File: config.mk
export PLATFORM = sky130hd
export DESIGN_NAME = time_of_day
export DESIGN_NICKNAME = d
export VERILOG_FILES = /design/src/rtl/time_of_day_pkg.sv /design/src/rtl/time_of_day_seg7_decode.sv /design/src/rtl/time_of_day.sv
export SDC_FILE = /design/constraint.sdc
export NUM_CORES = 1
export LEC_CHECK = 0
export CAP_MARGIN = 5
export CORE_MARGIN = 2
export CORE_UTILIZATION = 54
export DETAILED_ROUTE_END_ITERATION = 7
export PLACE_DENSITY = 0.91
export SYNTH_ARGS = -nofsm -noshare
export SYNTH_HDL_FRONTEND = slang
export SYNTH_HIERARCHICAL = 1
export SYNTH_SLANG_ARGS = --single-unit
File: constraint.sdc
create_clock -name clk -period 3 [get_ports clk]
set_clock_uncertainty 0.15 [all_clocks]
set_input_delay 0.3 -clock clk [delete_from_list [all_inputs] [get_ports clk]]
set_output_delay 0.3 -clock clk [all_outputs]
set_load 0.1 [all_outputs]
File: src/rtl/time_of_day_pkg.sv
// Shared definitions for the time-of-day clock: field limits, widths, segment patterns.
// Latency: n/a (constants and pure functions only).
// Backpressure: n/a.
package time_of_day_pkg;

    localparam int SEC_W  = 6;
    localparam int MIN_W  = 6;
    localparam int HOUR_W = 5;

    localparam logic [SEC_W-1:0]  SEC_MAX  = 6'd59;
    localparam logic [MIN_W-1:0]  MIN_MAX  = 6'd59;
    localparam logic [HOUR_W-1:0] HOUR_MAX = 5'd23;

    // Active-low gfedcba patterns for digits 0..9; any other code blanks the digit.
    localparam logic [6:0] SEG_DIGITS [10] = '{
        7'b1000000, // 0
        7'b1111001, // 1
        7'b0100100, // 2
        7'b0110000, // 3
        7'b0011001, // 4
        7'b0010010, // 5
        7'b0000010, // 6
        7'b1111000, // 7
        7'b0000000, // 8
        7'b0010000  // 9
    };
    localparam logic [6:0] SEG_BLANK = 7'b1111111;

    // Field values never exceed 63, so both quotient and remainder fit in 4 bits.
    function automatic logic [3:0] bcd_tens(input logic [5:0] v);
        return 4'(v / 6'd10);
    endfunction

    function automatic logic [3:0] bcd_ones(input logic [5:0] v);
        return 4'(v % 6'd10);
    endfunction

endpackage

File: src/rtl/time_of_day_seg7_decode.sv
// One BCD digit to an active-low gfedcba seven-segment pattern; non-decimal codes blank.
// Latency: combinational, zero cycles.
// Backpressure: none.
// Ports: bcd - 4-bit digit in; seg - 7-bit active-low segments out.
module seg7_decode
    import time_of_day_pkg::*;
(
    input  logic [3:0] bcd,
    output logic [6:0] seg
);

    always_comb begin
        seg = SEG_BLANK;
        for (int i = 0; i < 10; i++) begin
            if (bcd == 4'(i)) begin
                seg = SEG_DIGITS[i];
            end
        end
    end

endmodule

File: src/rtl/time_of_day.sv
// Time-of-day clock: prescaled one-second tick drives hh:mm:ss, with set mode and 7-seg out.
// Latency: time_count updates one cycle after the internal tick; time_7seg is combinational.
// Backpressure: none; up requests are level inputs, edge detected internally.
// Ports: clk, reset (async, active-high); up[2:0] hour/min/sec increment requests;
//        set (1 = frozen set mode); time_count {hh,mm,ss}; clock_carry midnight pulse;
//        time_7seg six active-low digits, sec ones in the LSBs.
module time_of_day
    import time_of_day_pkg::*;
#(
    parameter int CLK_HZ = 50000000,
    parameter int TICK_W = 26
) (
    input  logic        clk,
    input  logic        reset,
    input  logic [2:0]  up,
    input  logic        set,
    output logic [16:0] time_count,
    output logic        clock_carry,
    output logic [41:0] time_7seg
);

    localparam logic [TICK_W-1:0] PRESC_LAST = TICK_W'(CLK_HZ - 1);

    logic [TICK_W-1:0] presc;
    logic [2:0]        up_q;
    logic [2:0]        up_edge;
    logic              tick;

    logic [SEC_W-1:0]  sec_q,  sec_d;
    logic [MIN_W-1:0]  min_q,  min_d;
    logic [HOUR_W-1:0] hour_q, hour_d;
    logic              rollover;
    logic              carry_q;

    // Set mode gates the tick combinationally, so a set rising on the wrap cycle wins.
    assign tick    = !set && (presc == PRESC_LAST);
    assign up_edge = up & ~up_q;

    // Prescaler is parked at 0 in set mode so leaving set mode yields a full period.
    always_ff @(posedge clk or posedge reset) begin
        if (reset) begin
            presc <= '0;
        end else if (set || tick) begin
            presc <= '0;
        end else begin
            presc <= presc + TICK_W'(1);
        end
    end

    // Edge history tracks up in both modes so run-mode activity never leaks into set mode.
    always_ff @(posedge clk or posedge reset) begin
        if (reset) begin
            up_q <= '0;
        end else begin
            up_q <= up;
        end
    end

    always_comb begin
        sec_d    = sec_q;
        min_d    = min_q;
        hour_d   = hour_q;
        rollover = 1'b0;
        if (set) begin
            // Manual adjust: each field wraps on its own, no carry between fields.
            if (up_edge[0]) sec_d  = (sec_q  == SEC_MAX)  ? '0 : sec_q  + 6'd1;
            if (up_edge[1]) min_d  = (min_q  == MIN_MAX)  ? '0 : min_q  + 6'd1;
            if (up_edge[2]) hour_d = (hour_q == HOUR_MAX) ? '0 : hour_q + 5'd1;
        end else if (tick) begin
            if (sec_q == SEC_MAX) begin
                sec_d = '0;
                if (min_q == MIN_MAX) begin
                    min_d = '0;
                    if (hour_q == HOUR_MAX) begin
                        hour_d   = '0;
                        rollover = 1'b1;
                    end else begin
                        hour_d = hour_q + 5'd1;
                    end
                end else begin
                    min_d = min_q + 6'd1;
                end
            end else begin
                sec_d = sec_q + 6'd1;
            end
        end
    end

    // Carry is registered alongside the time so it is high exactly while 00:00:00 is new.
    always_ff @(posedge clk or posedge reset) begin
        if (reset) begin
            sec_q   <= '0;
            min_q   <= '0;
            hour_q  <= '0;
            carry_q <= 1'b0;
        end else begin
            sec_q   <= sec_d;
            min_q   <= min_d;
            hour_q  <= hour_d;
            carry_q <= rollover;
        end
    end

    assign time_count  = {hour_q, min_q, sec_q};
    assign clock_carry = carry_q;

    // Digit order matches the output packing: sec ones first, hour tens last.
    logic [3:0] digit [6];

    assign digit[0] = bcd_ones(sec_q);
    assign digit[1] = bcd_tens(sec_q);
    assign digit[2] = bcd_ones(min_q);
    assign digit[3] = bcd_tens(min_q);
    assign digit[4] = bcd_ones({1'b0, hour_q});
    assign digit[5] = bcd_tens({1'b0, hour_q});

    for (genvar g = 0; g < 6; g++) begin : g_digit
        seg7_decode u_seg7_decode (
            .bcd (digit[g]),
            .seg (time_7seg[7*g +: 7])
        );
    end

endmodule

==> flow_summary.json <==
{
  "fmax_ghz": 0.301,
  "cpMostUsedCell": "buf_4",
  "synth_cell_type_count": 68,
  "die_w_um": 89.4,
  "gr-usage-all-layers_pct": 28.5,
  "cts_tree": "built",
  "yosysSeqAreaShare_pct": 29.8,
  "grt_pass1_vias": 3736,
  "period_minus_slack_ps": 3320,
  "firstDrtPassIters": 5,
  "setup_ws_ps": -322,
  "critPathSlowestCell": "dfrtp_4",
  "endpoint_kind": "output pin",
  "reg2regPathDepth": 7,
  "die_height_um": 89.4,
  "outcome": "finished, violations left",
  "rsz0062_at_grt": "yes",
  "grt_pass1_wl_um": 17800,
  "area_growth_pct": 59.9,
  "grt_max_degree": 26,
  "drc": 0,
  "reg2reg_slack_ps": 540,
  "path_max_fanout": 7,
  "clk_pin_slew_worst_paths_ps": 100,
  "port_buffers": 64,
  "fin_crit_sh_pct": 111,
  "hold_class": "primary input to async pin",
  "drive_gt1_share_pct": 46.2,
  "slew-limit-headroom_pct": 47.1,
  "crit_chain": "buf_4 -> buf_4 -> xor2_2 -> o32a_1 -> o41ai_2 -> buf_4 -> mux2i_4 -> buf_6 -> o21ai_2 -> a21boi_4 -> o21ai_4 -> buf_12",
  "avgSynthCellArea_um2": 8.65,
  "drv_slew": 0,
  "overflow": 0,
  "crit_family": "compound AO/OA/AOI/OAI gates",
  "crit_type": "flip-flop to output pin",
  "cts_buffer_depth": 2,
  "via_count": 4309,
  "dp_hpwl_um": 6930,
  "viasPerCell": 6.29,
  "clock_latency_ps": 310,
  "dieArea_mm2": 0.00800,
  "synthFlopType": "dfrtp_1",
  "nets": 604,
  "critical-path-max-stage-delay_ps": 530,
  "violations": "setup timing",
  "finalHoldViolations": 0,
  "crit_buf_inv": 5,
  "drt_iter0_drc": 554,
  "critPathLaunchType": "flip-flop",
  "numCtsBuffers": 5,
  "htreeDepth": 2,
  "dp.cells": 625,
  "synth_edf_count": 0,
  "routedWlPerCell_um": 22.1,
  "fin_util_pct": 87.8,
  "r2r-start": "sec_q[1]$_DFFE_PP0P_",
  "numClockSinks": 47,
  "place_congestion": 0.875,
  "syn_inst": 456,
  "tightest_slew_ps": 793,
  "r2r-end": "hour_q[3]$_DFFE_PP0P_",
  "drt_wl_total_um": 15200,
  "setup-tns-final_ps": -4000,
  "ys_ff_latch": 47,
  "antenna_found_initial": 0,
  "async_flop_share_pct": 100,
  "setup_viol": 24,
  "cp.arrival_ps": 2870,
  "core_area_mm2": 0.00718,
  "antenna_cells": 0,
  "ys_warn_count": 6,
  "drt.antenna.violating_nets": 0,
  "ios": 66,
  "rows": 31,
  "syn_area_mm2": 0.00394,
  "required_ps": 2550,
  "cap_violations": 0,
  "initial_core_util_pct": 54.9,
  "cts_root_buffer": "clkbuf_8",
  "final_cells": 685
}
[final cells by class]
class                   instances  area, um^2
flip-flops and latches         47        1220
multi-input cells             376        3170
well taps                      99         124
clock buffers                   5        68.8
inverters                      21        95.1
repair buffers                134        1560
clock inverters                 3        67.6
fillers                       277         873
[logic make-up after synthesis]
kind of cell | count (synthesis) | share of synthesized area (%)
AO/OA/AOI/OAI | 95 | 17.3
adder cells (fa/ha/maj) | 14 | 4.38
other | 1 | 0.0951
multiplexers | 12 | 3.62
XOR/XNOR | 39 | 8.66
flip-flops | 47 | 29.8
AND/OR/NAND/NOR | 197 | 28.1
buffers and inverters | 51 | 7.97
[worst reg2reg max path, cell delays in order, from the launching register on]
cell	delay [ps]
dfrtp_2	380
buf_4	120
buf_4	160
ha_1	300
nor3b_4	370
nand4_1	290
a21oi_1	250
mux2_1	340
[metal layers]
metal / wire length (um) / track usage [%] / up-vias
li1: - / - / 1816
met1: 5350 / 33.8 / 2041
met2: 7450 / 51.1 / 332
met3: 1230 / 5.17 / 120
met4: 1120 / 10.7 / 0
met5: 0 / 0 / -
[repair_timing]
item | 4_1_cts | 5_1_grt
resized for setup | 38 | 48
hold buffers | 0 | 0
cloned | 1 | 1
setup endpoints to repair | 20 | 30
pin swaps | 29 | 22
setup buffers | 31 | 19
[how the worst max path moves through the flow]
stage          slack, ps  depth (start not counted)                 start            end
2_1_floorplan       -370                         10  min_q[5]$_DFFE_PP0P_  time_7seg[18]
3_3_place_gp         110                         10  min_q[3]$_DFFE_PP0P_  time_7seg[14]
3_5_place_dp         -20                         11  min_q[5]$_DFFE_PP0P_  time_7seg[17]
4_1_cts             -100                         10  min_q[3]$_DFFE_PP0P_  time_7seg[17]
5_1_grt             -350                         11  sec_q[3]$_DFFE_PP0P_   time_7seg[6]
6_report            -320                         12  min_q[5]$_DFFE_PP0P_  time_7seg[17]
[stage by stage]
step           instance area (um^2)  hold WS [ps]  worst slack, ps
6_report                       6300           132             -322
5_1_grt                        6300           134             -353
4_1_cts                        5900           104            -97.4
3_5_place_dp                   5310           325            -17.7
3_3_place_gp                   5310           320              110
2_1_floorplan                  4350           181             -365
[registers in the layout, indices dropped and copies added (netlist names)]
name	flops
presc	26
min_q	6
sec_q	6
hour_q	5
up_q	3
clock_carry	1
[cell usage in the layout, fill, tap and decap left out, types with 6 or more instances in the layout]
cell,netlist,layout
nor2b_4,6,9
dfrtp_4,0,11
a21oi_1,8,6
nand4_1,8,8
o21ai_2,8,11
buf_6,13,9
o211ai_1,6,6
nor2_1,55,47
nand2_1,46,33
nand3b_1,7,7
conb_1,1,19
nor3_1,14,12
buf_4,4,78
nor2_2,1,7
inv_1,19,15
xor2_1,26,19
o21ai_1,24,10
nand2b_1,12,8
dfrtp_1,47,33
xnor2_1,13,8
nand3_1,13,13
o21ai_4,0,12
ha_1,13,11
nand2_2,0,8
buf_12,0,40
[Yosys cell counts, drive strengths merged, types with 2 or more instances]
master    n  area share, %
xnor2    13            2.9
a22o      3           0.67
mux2i     6            1.5
inv      21            2.0
nand3    15            2.2
and4      3           0.73
nor3b     2           0.67
nand4     9            1.8
and2      3           0.48
o22a      6            1.3
nand2    46            4.4
and3      3           0.48
buf      25            5.5
a21boi    7            1.9
a31oi     6           0.95
o2bb2ai   2           0.44
and3b     3           0.67
o41ai     2           0.63
o22ai     3           0.48
a22oi     6            1.1
xor2     26            5.8
nor2     57            5.7
clkbuf    5           0.48
mux2      6            2.1
nand3b    7            1.3
a41o      2           0.51
ha       13            4.1
nor2b    11            2.9
nand2b   12            1.9
o21a      2           0.38
a21oi     8            1.0
nor4      4            1.0
dfrtp    47             30
o211ai    6            1.1
nor3     16            2.3
nor4b     2           0.60
o21ai    36            5.3
Power is not shown: default switching activity piles up to over one toggle a cycle in this logic, so the estimate is an artifact.
